### src/rtl/led_pkg.sv
// Shared types and constants for the LED-cube scan-refresh driver.
package led_pkg;

  localparam int unsigned NUM_LANES       = 12;
  localparam int unsigned NUM_ROWS        = 16;
  localparam int unsigned CHUNK_W         = 32;
  localparam int unsigned ADDR_W          = 4;
  localparam int unsigned ROW_W           = $clog2(NUM_ROWS);
  localparam int unsigned PANEL_W         = 2;
  localparam int unsigned LANES_PER_PANEL = 3;

  typedef enum logic [1:0] {
    LOAD,
    SHIFT,
    LATCH,
    DISPLAY
  } led_state_e;

  typedef struct packed {
    logic [ADDR_W-1:0]  addr;
    logic [CHUNK_W-1:0] data;
  } chunk_wr_t;

  typedef logic [NUM_LANES-1:0][CHUNK_W-1:0] lane_words_t;

  // All-ones on the three RGB lanes of the selected panel, zero elsewhere.
  function automatic lane_words_t test_pattern(input logic [PANEL_W-1:0] panel);
    lane_words_t pat;
    pat = '0;
    for (int unsigned k = 0; k < NUM_LANES; k++) begin
      if (PANEL_W'(k / LANES_PER_PANEL) == panel) begin
        pat[k] = '1;
      end
    end
    return pat;
  endfunction

endpackage

### src/rtl/led_chunk_buffer.sv
// Row shadow buffer: one 32-bit chunk per lane, host-writable, read in parallel.
module led_chunk_buffer
  import led_pkg::*;
(
  input  logic        clk,
  input  logic        reset,
  input  logic        wr_en,
  input  chunk_wr_t   wr,
  output lane_words_t chunks
);

  // Addresses past the last lane match no entry and are dropped.
  always_ff @(posedge clk) begin
    if (reset) begin
      chunks <= '0;
    end else if (wr_en) begin
      for (int unsigned i = 0; i < NUM_LANES; i++) begin
        if (wr.addr == ADDR_W'(i)) begin
          chunks[i] <= wr.data;
        end
      end
    end
  end

endmodule

### src/rtl/led_controller.sv
// Scan-refresh driver: snapshots the chunk buffer, shifts it out on 12 lanes,
// latches the drivers and enables the addressed row, forever.
module led_controller
  import led_pkg::*;
#(
  parameter int unsigned SHIFT_BITS     = 32,
  parameter int unsigned DISPLAY_CYCLES = 64
) (
  input  logic                 clk,
  input  logic                 reset,
  input  logic                 test_panel_select_n,
  input  logic [CHUNK_W-1:0]   chunk_data,
  input  logic [ADDR_W-1:0]    chunk_addr,
  input  logic                 chunk_write_enable,
  input  logic [ROW_W-1:0]     row_addr,
  input  logic [PANEL_W-1:0]   panel_addr,
  output logic                 serial_clk,
  output logic                 latch_enable,
  output logic                 output_enable_n,
  output logic [NUM_LANES-1:0] serial_data_out,
  output logic [NUM_ROWS-1:0]  row_select_n
);

  localparam int unsigned SHIFT_CYCLES = 2 * SHIFT_BITS;
  localparam int unsigned CNT_MAX      = (SHIFT_CYCLES > DISPLAY_CYCLES) ? SHIFT_CYCLES : DISPLAY_CYCLES;
  localparam int unsigned CNT_W        = $clog2(CNT_MAX);

  led_state_e           state, state_nxt;
  logic [CNT_W-1:0]     cnt, cnt_nxt;
  lane_words_t          shreg, shreg_nxt;
  logic [ROW_W-1:0]     row_q, row_q_nxt;
  logic                 lit, lit_nxt;

  logic                 sclk_nxt;
  logic                 latch_nxt;
  logic                 oe_n_nxt;
  logic [NUM_LANES-1:0] sdo_nxt;
  logic [NUM_ROWS-1:0]  rsel_nxt;

  chunk_wr_t            chunk_wr;
  lane_words_t          chunks;
  lane_words_t          load_words;

  assign chunk_wr = chunk_wr_t'{addr: chunk_addr, data: chunk_data};

  led_chunk_buffer u_buf (
    .clk    (clk),
    .reset  (reset),
    .wr_en  (chunk_write_enable),
    .wr     (chunk_wr),
    .chunks (chunks)
  );

  assign load_words = test_panel_select_n ? chunks : test_pattern(panel_addr);

  // Outputs are computed for the state being entered so they line up with it.
  always_comb begin
    state_nxt = state;
    cnt_nxt   = cnt;
    shreg_nxt = shreg;
    row_q_nxt = row_q;
    lit_nxt   = lit;
    sclk_nxt  = 1'b0;
    latch_nxt = 1'b0;
    oe_n_nxt  = ~lit;
    sdo_nxt   = serial_data_out;
    rsel_nxt  = row_select_n;

    case (state)
      LOAD: begin
        state_nxt = SHIFT;
        cnt_nxt   = '0;
        shreg_nxt = load_words;
        row_q_nxt = row_addr;
        for (int unsigned k = 0; k < NUM_LANES; k++) begin
          sdo_nxt[k] = load_words[k][CHUNK_W-1];
        end
      end
      SHIFT: begin
        if (cnt == CNT_W'(SHIFT_CYCLES - 1)) begin
          state_nxt = LATCH;
          cnt_nxt   = '0;
          latch_nxt = 1'b1;
          oe_n_nxt  = 1'b1;
          rsel_nxt  = ~(NUM_ROWS'(1) << row_q);
        end else begin
          cnt_nxt = cnt + CNT_W'(1);
          if (!cnt[0]) begin
            sclk_nxt = 1'b1;
          end else begin
            // Falling half: advance every lane to its next bit, MSB first.
            for (int unsigned k = 0; k < NUM_LANES; k++) begin
              shreg_nxt[k] = {shreg[k][CHUNK_W-2:0], 1'b0};
              sdo_nxt[k]   = shreg[k][CHUNK_W-2];
            end
          end
        end
      end
      LATCH: begin
        state_nxt = DISPLAY;
        cnt_nxt   = '0;
        lit_nxt   = 1'b1;
        oe_n_nxt  = 1'b0;
      end
      DISPLAY: begin
        oe_n_nxt = 1'b0;
        if (cnt == CNT_W'(DISPLAY_CYCLES - 1)) begin
          state_nxt = LOAD;
          cnt_nxt   = '0;
        end else begin
          cnt_nxt = cnt + CNT_W'(1);
        end
      end
      default: begin
        state_nxt = LOAD;
        cnt_nxt   = '0;
      end
    endcase
  end

  always_ff @(posedge clk) begin
    if (reset) begin
      state           <= LOAD;
      cnt             <= '0;
      shreg           <= '0;
      row_q           <= '0;
      lit             <= 1'b0;
      serial_clk      <= 1'b0;
      latch_enable    <= 1'b0;
      output_enable_n <= 1'b1;
      serial_data_out <= '0;
      row_select_n    <= '1;
    end else begin
      state           <= state_nxt;
      cnt             <= cnt_nxt;
      shreg           <= shreg_nxt;
      row_q           <= row_q_nxt;
      lit             <= lit_nxt;
      serial_clk      <= sclk_nxt;
      latch_enable    <= latch_nxt;
      output_enable_n <= oe_n_nxt;
      serial_data_out <= sdo_nxt;
      row_select_n    <= rsel_nxt;
    end
  end

endmodule

### config.mk
export PLATFORM = sky130hd
export DESIGN_NAME = led_controller
export DESIGN_NICKNAME = d
export VERILOG_FILES = /design/src/rtl/led_pkg.sv /design/src/rtl/led_chunk_buffer.sv /design/src/rtl/led_controller.sv
export SDC_FILE = /design/constraint.sdc
export NUM_CORES = 2
export LEC_CHECK = 0
export CORE_AREA = 2 2 277 279
export DETAILED_ROUTE_END_ITERATION = 8
export DIE_AREA = 0 0 279 281
export MAX_ROUTING_LAYER = met4
export PLACE_DENSITY = 0.66
export REMOVE_ABC_BUFFERS = 1
export SLEW_MARGIN = 20
export SYNTH_ARGS = -nofsm -noshare
export SYNTH_HDL_FRONTEND = slang
export SYNTH_SLANG_ARGS = --single-unit
### constraint.sdc
create_clock -name clk -period 3.7 [get_ports clk]
set_input_delay 0.74 -clock clk [delete_from_list [all_inputs] [get_ports clk]]
set_output_delay 0.74 -clock clk [all_outputs]
set_load 0.05 [all_outputs]
# Word-level counts from Yosys, hierarchy flattened
# Cells that the tools add are included.
[word_totals]
regBits = 800
latchBits = 0
ramBits = 0
mem_bits_ro = 0
elab_cells = 104
memories = 0
[classes]
add_sub_neg = 1
mul = 0
div = 0
magnitude_cmp = 0
n_eq_ne = 22
n_shift = 1
mux = 20
bitwise_logic = 3
reduce_logical = 24
[ops]
columns = ["op", "n"]
rows = [
  ["$mux 383", 2],
  ["$pmux 383 s2", 1],
  ["$mux 384", 1],
  ["$mux 32", 4],
  ["$reduce_and 2->1", 14],
  ["$mux 12", 2],
  ["$pmux 12 s2", 1],
  ["$eq 4x3->1 const B", 4],
  ["$eq 4x4->1 const B", 4],
  ["$not 16->16", 1],
  ["$shl 1x4->16 const A", 1],
  ["$pmux 6 s2", 1],
  ["$eq 4x2->1 const B", 2],
  ["$ne 2x2->1 const B", 4],
  ["$pmux 2 s4", 1],
  ["$reduce_or 2->1", 4],
  ["$add 6x1->6 const B", 1],
  ["$eq 6x6->1 const B", 1],
  ["$mux 6", 1],
  ["$eq 2x2->1 const A", 2],
  ["$eq 2x2->1 const B", 2],
  ["$eq 4x1->1 const B", 1],
  ["$logic_not 2->1", 2],
  ["$logic_not 4->1", 1],
  ["9 further kinds", 13],
]

# Depth between registers and ports, before layout
[depth]
ltp_word = 4
ltp_mapped = 10
ltp_nobuf = 5

# By module
# A second synthesis with hierarchy kept.
[hier_totals]
hier_cells = 4058
area_unflattened_um2 = 37741.2
[by_module_without_submodules]
columns = ["module", "instances", "cells_each", "area_per_inst_um2", "seq_area_each_um2"]
rows = [
  ["led_controller", 1, 2736, 22810.6, 8328.0],
  ["led_chunk_buffer", 1, 1322, 14930.6, 7687.4],
]

# Worst setup path after synthesis
# Ideal clock, no wire load.
[synth_path]
path_type = "input-to-reg"
startpoint = "input test_panel_select_n"
endpoint = "register serial_data_out[6]"
setup_time_ns = 0.072
arrival_ns = 1.985
t_required_ns = 3.628
path_slack_ns = 1.643
stages = 7
n_path_buf = 4
cell_sequence = "buf_6 or3b_1 buf_2 buf_6 buf_6 a221o_1 mux2i_1"
[synth_between]
elab_chain_cells = 2
[synth_rtl]
columns = ["item", "line_no", "rtl"]
rows = [
  ["from (decl)", "led_controller.sv:11", "input logic test_panel_select_n,"],
  ["$mux 384", "led_controller.sv:54", "assign load_words = test_panel_select_n ? chunks : test_pattern(panel_addr);"],
  ["$pmux 12 s2", "led_controller.sv:69", "case (state)"],
  ["to (signal assigned)", "led_controller.sv:142", "serial_data_out <= sdo_nxt;"],
  ["to (decl)", "led_controller.sv:20", "output logic [NUM_LANES-1:0] serial_data_out,"],
]
# No other way between the ends.
# A chain may end at the register's enable or synchronous reset.

# Worst setup path in the final report
[layout_path]
startpoint = "register state[1]"
endpoint = "register shreg[12] in the netlist's numbering"
[layout_between]
elab_chain_cells = 3
[layout_rtl]
columns = ["item", "line_no", "rtl"]
rows = [
  ["from (decl)", "led_controller.sv:28", "led_state_e state, state_nxt;"],
  ["from (signal assigned)", "led_controller.sv:134", "state <= state_nxt;"],
  ["$eq 2x1->1 or $logic_not 2->1 (tied branches)", "led_controller.sv:69", ""],
  ["$ne 2x2->1 (no source line) or $reduce_bool 2->1 (tied branches)", "n/a", ""],
  ["$reduce_and 3->1 (no source line)", "n/a", ""],
  ["to (signal assigned)", "led_controller.sv:136", "shreg <= shreg_nxt;"],
  ["to (decl)", "led_controller.sv:30", "lane_words_t shreg, shreg_nxt;"],
]
# Parallel ways exist; a longest one is shown, timed or not.

==> impl_metrics.py <==
metrics = {
    "finish": {
        "layout_commonest_cell": "dfxtp_1",
        "stdcell_area_sq_um": 41180,
        "antenna_cells": 0,
        "final_cell_mix": "800 x dfxtp_1, 774 x a21oi_1, 391 x o21ai_0",
        "fill_cells": 6989,
        "fin_util_pct": 54.59,
        "nets": 4282,
        "drive_gt1_share_pct": 6.144,
        "synthToLayoutAreaGrowth_pct": 10.43,
        "instances_no_fill": 5275,
    },
    "timing": {
        "fmax_ghz": 0.3592,
        "rsz0062_at_grt": "no",
        "drv_slew": 0,
        "final-hold-violation-count": 0,
        "timing.final.crit_share_pct": 75.25,
        "fin_setup_tns_ns": 0,
        "setup_viol": 0,
        "relSlewSlack_pct": 34.62,
        "skew_ns": 0.02253,
        "period_needed_ns": 2.784,
        "worst_pin_slew_ns": 0.9808,
    },
    "logic_synthesis": {
        "synth-simple-area-share_pct": 10.05,
        "synth_mux_area_share_pct": 10.15,
        "synth_compound_area_share_pct": 26.49,
        "synth_ff_type": "dfxtp_1",
        "syn_inst": 4529,
        "ys_ff_latch": 800,
        "synth_top_family_by_area": "compound AO/OA/AOI/OAI gates",
        "ys_seq_area_share_pct": 42.95,
        "synthXorXnorAreaFrac_pct": 0.07046,
        "synth_top_area_share_pct": 42.95,
        "async_reset_ff_share_pct": 0,
        "synth_area_leaders": "dfxtp_1 43%, a21oi_1 10%, mux2i_1 10%, a221o_1 10%, o21ai_0 5.2%",
        "yosysUniqueCellTypes": 43,
        "syn-mean-instance-area_sq_um": 8.234,
        "synth_top_area_cell": "dfxtp_1",
        "synth_fa_ha_area_share_pct": 0.1678,
        "yosysWarnings": 0,
        "synth_edf_count": 0,
        "syn-cell-area_sq_um": 37290,
    },
    "floorplanning": {
        "row_count": 101,
        "initial_core_util_pct": 49.43,
        "die_area_sq_um": 78400,
        "die_w_microns": 279,
        "ioPinCount": 77,
        "core_sq_um": 75440,
        "fp.dieH_microns": 281,
    },
    "outcome": {
        "status": "completed",
    },
    "drt": {
        "drc": 0,
        "routed_wl_mm": 106.3,
        "post_drt_wl_per_cell_microns": 20.15,
        "drt-pass1-iter-count": 6,
        "via_per_inst": 6.196,
        "num_vias": 32683,
        "postRouteAntennaNets": 0,
        "dr.first_iter.drc_count": 3205,
    },
    "global_route": {
        "grt_pass1_wl_mm": 170.4,
        "grtUsageTotal_pct": 27.19,
        "first_global_vias": 31327,
        "gr-total-overflow": 0,
        "antenna_found_initial": 0,
        "grt_max_degree": 182,
    },
    "setup_path": {
        "cp_data_required_time_ns": 4.26,
        "crit_type": "reg -> reg",
        "crit_fanout": 137,
        "cp_cell_sequence": "inv_1 > ha_4 > buf_4 > buf_12 > a21oi_1 > a221o_1 > mux2i_1",
        "cp-end-kind": "register",
        "max_stage_delay_ns": 0.56,
        "crit_slowest_cell": "buf_4",
        "worstPathArrival_ns": 3.34,
        "worstSetupStartpointType": "register",
    },
    "clocking": {
        "cts_setup_buffers": 0,
        "cts_tree": "done",
        "cts_buffers": 85,
        "clkSlewWorstSetupHoldPaths_ns": 0.06,
        "clk_latency_ns": 0.65,
        "clk_path_buf_depth": 3,
        "root_buffer": "clkbuf_16",
        "h-tree-depth": 3,
        "ctsResizeCount": 0,
        "clock-sinks": 800,
        "ctsHoldBuffers": 0,
    },
    "pwr": {
        "powerDensity_nw_per_um2": 747.1,
        "power_mw": 30.77,
        "leakage_nw": 14.20,
        "vdd_drop_max_v": 0.0005811,
    },
    "placement": {
        "place_hpwl_mm": 53.29,
        "post_dp_cell_area_sq_um": 38340,
        "dp_cells": 5122,
        "io_buffers": 76,
        "place_congestion": 0.7706,
    },
    "run": {
        "max_cap_violations": 0,
    },
    "hold_path": {
        "worstHoldPathType": "reg -> reg",
    },
}
## layer usage
metal / GRT usage (%) / share of wire, % / up-vias
met4: 7.761 / 2.2 / 0
met3: 3.001 / 5.3 / 184
li1: - / - / 15475
met5: - / 0 / -
met1: 33.84 / 43 / 16063
met2: 46.69 / 49 / 961
## Yosys cell counts (2+ instances only)
cell type  instances
dfxtp_1          800
buf_6             16
buf_1             18
o21ai_0          391
inv_1            375
a21oi_1          774
buf_2             27
and3_1             2
or2_2              2
and3b_1            2
nand2_1          390
buf_4             36
o21bai_1           2
nor2_1            14
nor2b_1            2
nand2b_1           6
or3b_1             2
ha_1               5
nor4_1            16
xor2_1             2
a2111oi_0         12
nand3b_1           3
clkbuf_1         456
a31o_2            12
nand3_1          388
o21ai_1           11
mux2i_1          378
a221o_1          372
## sequential cells by signal, summed over array words and instances (netlist names)
register and flops:
state 2, cnt 6, serial_data_out 12, u_buf.chunks 384, serial_clk 1, output_enable_n 1
shreg 372, row_select_n 16, row_q 4, lit 1, latch_enable 1
## worst paths after layout
kind	startpoint	end	slack (ns)	depth (start not counted)
max reg2reg	state[1]$_SDFFE_PP0P_	shreg[12]$_SDFFE_PP0P_	0.92	7
min	shreg[300]$_SDFFE_PP0P_	shreg[300]$_SDFFE_PP0P_	0.46	2
min reg2reg	shreg[300]$_SDFFE_PP0P_	shreg[300]$_SDFFE_PP0P_	0.46	2
max	state[1]$_SDFFE_PP0P_	shreg[12]$_SDFFE_PP0P_	0.92	7
## layout make-up
class / instances / area [sq um] / share of cell area (%)
multi-input combinational: 2800 / 17590 / 42.72
tap: 978 / 1224 / 2.971
clock inverter: 26 / 265.3 / 0.6441
timing repair buffer: 168 / 2087 / 5.068
clock buffer: 127 / 2577 / 6.259
inverter: 376 / 1419 / 3.445
sequential: 800 / 16020 / 38.89
## critical path: cells and delay by family (launching register included)
kind | cells | cell delay, ns
fa+ha+maj | 1 | 0.46
mux | 1 | 0.13
flops | 1 | 0.34
compound gates | 2 | 0.43
buf+inv | 3 | 1.14
## report_power, final
part | internal (mW) | total (mW) | leakage [nW] | switching (mW)
registers | 10.2 | 11.1 | 6.50 | 0.823
logic | 4.63 | 11.0 | 6.29 | 6.38
clock network | 5.09 | 8.70 | 1.41 | 3.60
## cell families (layout without fill, tap and decap cells)
family          Yosys count  after routing
buf+inv                 929            697
simple gates            835            835
xor+xnor                  3              3
fa+ha+maj                 5              5
compound gates         1579           1579
mux                     378            378
flops                   800            800
## stage by stage
step	hold WS [ns]	setup slack, ns
floorplan	0.4380	-22.98
global placement	0.4442	0.8073
detailed placement	0.4509	0.7619
CTS	0.4587	0.9726
global route	0.4754	0.7346
finish	0.4569	0.9157
No activity file was read; power rests on OpenSTA's default activity.
